### src/rtl/alu_seq_pkg.sv
// Shared types and saturation helpers for the registered ALU (alu_seq).
// The optional iterative multiplier is enabled by defining ALU_SEQ_MUL_EN.
package alu_seq_pkg;

  localparam int ALU_OP_W = 4;

  typedef enum logic [ALU_OP_W-1:0] {
    OP_AND  = 4'd0,
    OP_SLT  = 4'd1,
    OP_OR   = 4'd2,
    OP_ADD  = 4'd3,
    OP_SUB  = 4'd4,
    OP_SRL  = 4'd5,
    OP_SRA  = 4'd6,
    OP_BEQ  = 4'd7,
    OP_PASS = 4'd8,
    OP_MUL  = 4'd9
  } alu_op_e;

  typedef enum logic [1:0] {
    S_IDLE = 2'd0,
    S_BUSY = 2'd1,
    S_HOLD = 2'd2
  } alu_state_e;

  // Largest positive two's-complement value of a w-bit word (low w bits valid).
  function automatic logic [63:0] sat_pos(input int w);
    return (64'd1 << (w - 1)) - 64'd1;
  endfunction

  // Most negative two's-complement value of a w-bit word (low w bits valid).
  function automatic logic [63:0] sat_neg(input int w);
    return 64'd1 << (w - 1);
  endfunction

endpackage

### src/rtl/alu_mul_iter.sv
// Radix-2 shift-add signed multiplier; the MSB partial product is subtracted
// (sign correction). Bit 0 is folded into the start cycle so done rises WIDTH-1 cycles later.
module alu_mul_iter #(
  parameter int WIDTH = 8
) (
  input  logic               clk,
  input  logic               rst_n,
  input  logic               start,
  input  logic [WIDTH-1:0]   ra,
  input  logic [WIDTH-1:0]   rb,
  output logic               done,
  output logic [2*WIDTH-1:0] prod
);

  localparam int CW = $clog2(WIDTH + 1);

  logic               busy;
  logic [CW-1:0]      count;
  logic [2*WIDTH-1:0] acc;
  logic [2*WIDTH-1:0] mcand;
  logic [WIDTH-1:0]   mplr;
  logic [2*WIDTH-1:0] sext_a;

  assign sext_a = {{WIDTH{ra[WIDTH-1]}}, ra};
  assign done   = busy && (count == CW'(WIDTH));
  assign prod   = acc;

  always_ff @(posedge clk) begin
    if (!rst_n) begin
      busy  <= 1'b0;
      count <= '0;
      acc   <= '0;
      mcand <= '0;
      mplr  <= '0;
    end else if (start) begin
      busy  <= 1'b1;
      count <= CW'(1);
      acc   <= rb[0] ? sext_a : '0;
      mcand <= sext_a << 1;
      mplr  <= rb >> 1;
    end else if (busy) begin
      if (count == CW'(WIDTH)) begin
        busy <= 1'b0;
      end else begin
        if (mplr[0]) begin
          acc <= (count == CW'(WIDTH - 1)) ? acc - mcand : acc + mcand;
        end
        mcand <= mcand << 1;
        mplr  <= mplr >> 1;
        count <= count + CW'(1);
      end
    end
  end

endmodule

### src/rtl/alu_seq.sv
// Registered ALU with valid/ready on both sides, saturating add/sub and wide shifts.
// Define ALU_SEQ_MUL_EN to build the iterative signed multiplier for opcode 9.
module alu_seq #(
  parameter int WIDTH    = 8,
  parameter int OP_WIDTH = 4
) (
  input  logic                clk,
  input  logic                rst_n,
  input  logic                in_valid,
  output logic                in_ready,
  input  logic [WIDTH-1:0]    ra_in,
  input  logic [WIDTH-1:0]    rb_in,
  input  logic [OP_WIDTH-1:0] op,
  output logic                out_valid,
  input  logic                out_ready,
  output logic [WIDTH-1:0]    res_out,
  output logic [WIDTH-1:0]    car_out,
  output logic                zero,
  output logic                jump,
  output logic                illegal
);

  import alu_seq_pkg::*;

  localparam logic [WIDTH-1:0] SAT_MAX = WIDTH'(sat_pos(WIDTH));
  localparam logic [WIDTH-1:0] SAT_MIN = WIDTH'(sat_neg(WIDTH));

  alu_state_e state, nxt;
  alu_op_e    op_e;
  logic       accept, is_mul, mul_done, load_alu;

  logic [WIDTH:0]     ext_a, ext_b, sum;
  logic               pos_ovf, neg_ovf, slt;
  logic [2*WIDTH-1:0] srl_word, sra_word;

  logic [WIDTH-1:0] alu_res, alu_car;
  logic             alu_jump, alu_ill;

  assign op_e     = alu_op_e'(op);
  assign accept   = in_valid && in_ready;
  assign load_alu = accept && !is_mul;
  assign out_valid = (state == S_HOLD);

`ifdef ALU_SEQ_MUL_EN
  logic [2*WIDTH-1:0] mul_prod;

  assign is_mul = (op_e == OP_MUL);

  alu_mul_iter #(.WIDTH(WIDTH)) u_mul (
    .clk   (clk),
    .rst_n (rst_n),
    .start (accept && is_mul),
    .ra    (ra_in),
    .rb    (rb_in),
    .done  (mul_done),
    .prod  (mul_prod)
  );
`else
  assign is_mul   = 1'b0;
  assign mul_done = 1'b0;
`endif

  // One extra bit makes every signed sum/difference exact, so overflow is a sign disagreement.
  assign ext_a   = {ra_in[WIDTH-1], ra_in};
  assign ext_b   = {rb_in[WIDTH-1], rb_in};
  assign sum     = (op_e == OP_SUB) ? ext_a - ext_b : ext_a + ext_b;
  assign pos_ovf = !sum[WIDTH] && sum[WIDTH-1];
  assign neg_ovf = sum[WIDTH] && !sum[WIDTH-1];
  assign slt     = $signed(ra_in) < $signed(rb_in);

  assign srl_word = {ra_in, {WIDTH{1'b0}}} >> rb_in;
  assign sra_word = $signed({ra_in, {WIDTH{1'b0}}}) >>> rb_in;

  always_comb begin
    alu_res  = '0;
    alu_car  = '0;
    alu_jump = 1'b0;
    alu_ill  = 1'b0;
    case (op_e)
      OP_AND:  alu_res = ra_in & rb_in;
      OP_SLT:  alu_res = WIDTH'(slt);
      OP_OR:   alu_res = ra_in | rb_in;
      OP_ADD, OP_SUB: begin
        if (pos_ovf) begin
          alu_res = SAT_MAX;
          alu_car = WIDTH'(1);
        end else if (neg_ovf) begin
          alu_res = SAT_MIN;
          alu_car = '1;
        end else begin
          alu_res = sum[WIDTH-1:0];
        end
      end
      OP_SRL:  {alu_res, alu_car} = srl_word;
      OP_SRA:  {alu_res, alu_car} = sra_word;
      OP_BEQ: begin
        alu_res  = ra_in ^ rb_in;
        alu_jump = (ra_in == rb_in);
      end
      OP_PASS: alu_res = ra_in;
      default: alu_ill = 1'b1;
    endcase
  end

  always_comb begin
    nxt      = state;
    in_ready = 1'b0;
    case (state)
      S_IDLE: begin
        in_ready = 1'b1;
        if (in_valid) nxt = is_mul ? S_BUSY : S_HOLD;
      end
      S_BUSY: begin
        if (mul_done) nxt = S_HOLD;
      end
      S_HOLD: begin
        in_ready = out_ready;
        if (out_ready) begin
          if (in_valid) nxt = is_mul ? S_BUSY : S_HOLD;
          else          nxt = S_IDLE;
        end
      end
      default: nxt = S_IDLE;
    endcase
  end

  always_ff @(posedge clk) begin
    if (!rst_n) begin
      state   <= S_IDLE;
      res_out <= '0;
      car_out <= '0;
      zero    <= 1'b0;
      jump    <= 1'b0;
      illegal <= 1'b0;
    end else begin
      state <= nxt;
      if (load_alu) begin
        res_out <= alu_res;
        car_out <= alu_car;
        zero    <= (alu_res == '0);
        jump    <= alu_jump;
        illegal <= alu_ill;
      end
`ifdef ALU_SEQ_MUL_EN
      else if (state == S_BUSY && mul_done) begin
        res_out <= mul_prod[WIDTH-1:0];
        car_out <= mul_prod[2*WIDTH-1:WIDTH];
        zero    <= (mul_prod[WIDTH-1:0] == '0);
        jump    <= 1'b0;
        illegal <= 1'b0;
      end
`endif
    end
  end

endmodule
### config.mk
export PLATFORM = sky130hd
export DESIGN_NAME = alu_seq
export DESIGN_NICKNAME = d
export VERILOG_FILES = /design/src/rtl/alu_seq_pkg.sv /design/src/rtl/alu_mul_iter.sv /design/src/rtl/alu_seq.sv
export SDC_FILE = /design/constraint.sdc
export NUM_CORES = 1
export LEC_CHECK = 0
export BUFFER_PORTS_ARGS = -buffer_cell sky130_fd_sc_hd__buf_2
export CORE_AREA = 2 2 93 95
export DETAILED_ROUTE_END_ITERATION = 10
export DIE_AREA = 0 0 95 97
export SETUP_SLACK_MARGIN = 0.05
export SYNTH_ARGS = -nofsm -noshare
export SYNTH_HDL_FRONTEND = slang
export SYNTH_SLANG_ARGS = --single-unit
### constraint.sdc
create_clock -name clk -period 5.1 [get_ports clk]
set_input_delay 1.02 -clock clk [delete_from_list [all_inputs] [get_ports clk]]
set_output_delay 1.02 -clock clk [all_outputs]
set_load 0.01 [all_outputs]
==> results of run 1 <==
## logic make-up after synthesis
logic type      Yosys count  share of synthesized area [%]
simple gates            155                           25.2
compound gates          147                           31.6
buf+inv                  61                           8.08
fa+ha+maj                30                           12.2
mux                      25                           8.39
flops                    20                           12.5
xor+xnor                  7                           1.92
## final cells by class
cell class | instances | area (um2) | area share, %
flip-flops and latches | 20 | 400 | 11.3
inverters | 32 | 120 | 3.38
well taps | 105 | 131 | 3.70
multi-input cells | 364 | 2530 | 71.3
clock buffers | 4 | 55.1 | 1.55
repair buffers | 56 | 310 | 8.74
## worst max-delay path by stage
| stage | depth (start not counted) | from | endpoint | slack [ns] |
|---|---|---|---|---|
| floorplan | 18 | rb_in[1] | zero | 0.58 |
| global placement | 18 | rb_in[4] | zero | 0.43 |
| detailed placement | 17 | ra_in[3] | zero | 0.37 |
| CTS | 18 | ra_in[3] | zero | 0.62 |
| global route | 18 | ra_in[3] | zero | 0.27 |
| finish | 18 | ra_in[3] | zero | 0.60 |
## cells in the final DEF (no fill, tap or decap), drive strengths merged, types with 3 or more instances in the layout
cell type,instances
ha,28
nand3,21
nand2b,12
mux2,4
o211ai,4
nor4,5
a31o,3
a22oi,4
clkbuf,4
and2,5
a2111oi,5
a221oi,7
nor2b,7
nor2,33
o211a,4
or3,4
nor3,17
a21o,6
o31ai,7
mux2i,20
and3,4
a21boi,3
o21ai,26
buf,56
a211oi,7
dfxtp,20
a31oi,5
xnor2,6
nand2,37
a21oi,43
inv,31
o22ai,7
## report_power, final
part / switching [mW] / internal, mW / total [mW]
registers: 0.00344 / 0.163 / 0.167
logic: 0.177 / 0.103 / 0.280
clock network: 0.0501 / 0.0686 / 0.119
## critical path: stages
cell,delay (ns)
buf_2,0.18
inv_1,0.07
ha_1,0.45
nor2_1,0.09
a221oi_1,0.35
nor4_1,0.10
nor3_1,0.18
a21oi_1,0.10
xnor2_1,0.19
ha_1,0.21
and4b_1,0.21
a31o_4,0.24
a21o_1,0.16
a221oi_1,0.27
o211ai_1,0.18
a2111oi_2,0.31
nand4_1,0.16
o31ai_2,0.19
## routing by layer
layer | part of all wire, % | vias to the layer above
met2 | 46 | 178
met3 | 7.4 | 34
met1 | 42 | 1671
li1 | - | 1707
met4 | 3.8 | 0
met5 | 0 | -
## registers in the layout, indices dropped and copies added (netlist names)
| name | cells |
|---|---|
| illegal | 1 |
| state | 1 |
| zero | 1 |
| res_out | 8 |
| jump | 1 |
| car_out | 8 |
## stage by stage
step	instance area (um2)	hold slack (ns)	utilization (%)
2_1_floorplan	3190	0.479	-
3_3_place_gp	3490	0.443	43.0
3_5_place_dp	3490	0.455	43.0
4_1_cts	3550	0.467	43.6
5_1_grt	3550	0.494	43.6
6_report	3550	0.463	43.6
==> results.md, run 1 <==
* R2R cell count at 8
* Vias per cell at 6.18
* List of most frequent post-synthesis cells: a21oi_1 (41), nand2_1 (37), nor2_1 (32)
* Routed WL at 10900 um
* Core outline area at about 8000 um2
* Max-slew violations at 0
* WHS Path Cells at 2
* PwrDens at 159 nW/um2
* Dominant cell by count in the synthesized netlist: a21oi_1
* Cts bufs inserted at 3
* Max-Slew Margin vs Limit at 47.5%
* CP Class: in -> reg
* CTS tree: done
* Number of global-route vias before repair at 3442
* Post-synth EDFFs at 0
* Die Height at 97 um
* GPL Wtd Cong at 1.02
* R2R Path End: zero
* Yosys warns at 0
* Hold WC Path Type: reg -> reg
* Final hold violations at 0
* Met3 Use GR at 3.35%
* Worst IR Drop VDD at approximately 0.098 mV
* DR pass1 iterations at 4
* Met2 Usage GRT at 38.5%
* Reg-to-Reg Start: state[1]
* HPWL after detailed placement at roughly 8500 um
* Asr flop ratio synth at 0%
* Max Freq at 0.222 GHz
* Hold EP: car_out[6]
* Nets at about 530
* Hold-fix buffer count after cts at 0
* Clk_skew at 0.00507 ns
* Mapped Area at approximately 3200 um2
* Tcrit/Tclk final at 88.2%
* Synth area leader: dfxtp_1
* Gr usage total at between 20% and 30%
* Initial antenna violation count at 0
* Clock transition at the registers of the reported paths at 0.07 ns
* Drt initial violations at ~260
* Fraction of synthesized cell area taken by the top area cell type at 12.5%
* Worst-Skew Late Latency at 0.26 ns
* Die footprint at 9220 um2
* Share of cells above drive strength 1 at 16.8%
* Clock period minus worst slack at ~4.5 ns
* GR peak layer: met2
* Clock Path Buffers at 2
* CP required at 5.28 ns
* Cells after synthesis at 445
* Horiz. Die Dim at 95 um
* DRC Markers at 0
* Register bit total from synthesis at 20
* Clock root cell: clkbuf_8
* # fillers at 853
* Status: completed
* Min-Delay Startpoint: car_out[6]
* Critical Path Sink Type: flip-flop
* Antenna diodes at 0
* Largest net degree at the start of global routing at 25
* Post-route ant nets at 0
* Total Power at 566 uW
* Wirelength per Cell at roughly 19 um
* Final WS setup at ~0.60 ns
* Maxcap violations at 0
* Unique masters post-synth at 72
* Top FF cell, synth: dfxtp_1
* Startpoint types: input pin
* IO Pins at 45
* Avg Inst Size Synth at between 7 and 8 um2
* Post-CTS setup buffer count at 0
* Leakage power at 1.53 nW
* R2R Setup Slk at 2.84 ns
* Post-synthesis sequential area ratio at 12.5%
* Layout Area Growth over Synthesis at 11.3%
* CP Max Fanout at 10
* Pre-CTS setup slack at between 0.3 and 0.4 ns
* DR vias at 3590
* H-tree depth at 1
* Area contributors post-synth: dfxtp_1 (13%), ha_1 (11%), a21oi_1 (6.4%)
* First-pass GRT wire length at 17800 um
* Non-Filler Instances at 581
* Row cnt at 33
* Final-report setup violation count at 0
* Setup TNS at 0 ns
* Worst-Margin Slew at 0.785 ns
* Total gr overflow at 0
* Port bufs at 44
* Post-CTS resize count at 0
* CP arrival at approximately 4.7 ns
* Met1 usage at 33.1%
* RSZ-0062 raised after global routing: false
* CTS Sinks at 20
* Initial Utilization at slightly below 40%
* DP Cell Count at 577
* Syn_nets at 499
Power figures use the tool's default switching activity.
==> inputs of run 2 (changes only) <==
--- a/config.mk
+++ b/config.mk
@@ -9,6 +9,7 @@
 export CORE_AREA = 2 2 93 95
 export DETAILED_ROUTE_END_ITERATION = 10
 export DIE_AREA = 0 0 95 97
+export PLACE_DENSITY = 0.56
 export SETUP_SLACK_MARGIN = 0.05
 export SYNTH_ARGS = -nofsm -noshare
 export SYNTH_HDL_FRONTEND = slang
==> results.md, run 2 (same netlist as run 1, synthesis figures left out) <==
* Leakage power at 1.53 nW
* Uppermost routed layer: met4
* Clock Path Buffers at 2
* Max Freq at 0.215 GHz
* H-tree depth at 1
* Clock period minus worst slack at 4.64 ns
* Sw Share at 41.2%
* DP Cell Count at 577
* Vias per cell at 6.15
* Core outline area at 8130 um2
* Max-Slew Margin vs Limit at roughly 49%
* First-pass GRT wire length at around 18000 um
* CP Class: in -> reg
* Post-CTS setup buffer count at 0
* Clk_skew at 0.00398 ns
* Power share of the clock group at 21.0%
* Wirelength per Cell at 19.1 um
* Worst IR Drop VDD at 0.104 mV
* Initial Utilization at 39.2%
* Horiz. Die Dim at 95 um
* Worst-Skew Late Latency at 0.26 ns
* Total Power at 570 uW
* Non-Filler Instances at 581
* Startpoint types: input pin
* PwrDens at about 160 nW/um2
* Hold WC Path Type: reg -> reg
* CTS Sinks at 20
* Worst-Margin Slew at 0.760 ns
* CP required at 5.28 ns
* Post-layout util at 43.6%
* Logic pwr share at 49.8%
* Largest regs: car_out (8), res_out (8)
* Total gr overflow at 0
* Routed WL at 11100 um
* Nets at 531
* Commonest cells after routing, fill and taps aside: buf_2 (44), a21oi_1 (41), nand2_1 (37)
* CP arrival at between 4 and 5 ns
* Layout Area Growth over Synthesis at 11.3%
* Largest net degree at the start of global routing at 25
* WL met3 at 773 um
* Drt initial violations at 298
* Cts bufs inserted at 3
* Post-route ant nets at 0
* Internal power at 335 uW
* Hold-fix buffer count after cts at 0
* Status: completed
* Die footprint at 9220 um2
* GPL Wtd Cong at between 0.9 and 1
* Row cnt at 33
* Seq pwr share at 29.2%
* Port bufs at 44
* DR pass1 iterations at 5
* Initial antenna violation count at 0
* Commonest non-fill, non-tap cell in the layout: buf_2
* IO Pins at 45
* Clock transition at the registers of the reported paths at 0.07 ns
* WL met2 at 5140 um
* CTS tree: done
* Post-Route M1 WL at 4880 um
* Tcrit/Tclk final at ~90%
* Gr usage total at about a quarter
* DRC Markers at 0
* Antenna diodes at 0
* DR vias at about 3.6k
* Number of global-route vias before repair at 3447
* Share of cells above drive strength 1 at 16.8%
* Die Height at about 97 um
* Max-slew violations at 0
* Final hold violations at 0
* Setup TNS at 0 ns
* HPWL after detailed placement at 8700 um
* CP Max Fanout at 10
* Clock root cell: clkbuf_8
* Critical Path Sink Type: flip-flop
* RSZ-0062 raised after global routing: false
* Maxcap violations at 0
* Final-report setup violation count at 0
* Post-CTS resize count at 0
* Net Sw Power at around 230 uW
==> run 2: cell counts in the layout (fill, tap and decap cells not counted) <==
Identical to the previous run, type by type.
==> run 2: metal layers <==
metal,global-route usage (%),up-vias
met1,35.2,1694
met4,7.02,0
met3,2.96,26
met2,38.1,150
met5,0,-
li1,-,1706
==> run 2: power groups by stage <==
| stage | combinational [mW] | clock [mW] | sequential, mW |
|---|---|---|---|
| after floorplan | 0.185 | 0 | 0.174 |
| after global placement | 0.277 | 0 | 0.170 |
| after detailed placement | 0.278 | 0 | 0.170 |
| after CTS | 0.280 | 0.123 | 0.166 |
| after global routing | 0.309 | 0.129 | 0.168 |
| final | 0.284 | 0.120 | 0.166 |
==> run 2: path summary, 6_finish.rpt <==
check	startpoint	endpoint	slack [ns]	depth (start not counted)
worst max register to register	state[1]	zero	2.77	8
worst min-delay path	car_out[6]	car_out[6]	0.46	2
worst min register to register	car_out[6]	car_out[6]	0.46	2
worst max-delay path	rb_in[4]	zero	0.46	19
==> run 2: worst max-delay path, stage by stage <==
cell,delay [ns]
buf_2,0.20
inv_1,0.16
ha_1,0.51
nand3_1,0.11
o2111ai_1,0.26
a21o_1,0.15
a21oi_1,0.06
nor2_1,0.10
a21oi_1,0.06
xnor2_1,0.20
ha_1,0.23
and4b_1,0.21
a31o_4,0.24
a21o_1,0.16
a221oi_1,0.31
o211ai_1,0.21
a2111oi_2,0.29
nand4_1,0.16
o31ai_2,0.19
==> run 2: per-stage QoR <==
stage	hold slack, ns	instance area, um2	setup slack, ns
3_5_place_dp	0.452	3490	0.290
4_1_cts	0.463	3550	0.534
3_3_place_gp	0.446	3490	0.432
6_report	0.456	3550	0.459
5_1_grt	0.483	3550	0.210
2_1_floorplan	0.479	3190	0.582
==> run 2: layout make-up <==
cell class | instances | area (um2)
tap | 105 | 131
clock buffer | 4 | 55.1
multi-input combinational | 364 | 2530
sequential | 20 | 400
fill | 864 | 4580
timing repair buffer | 56 | 310
inverter | 32 | 120
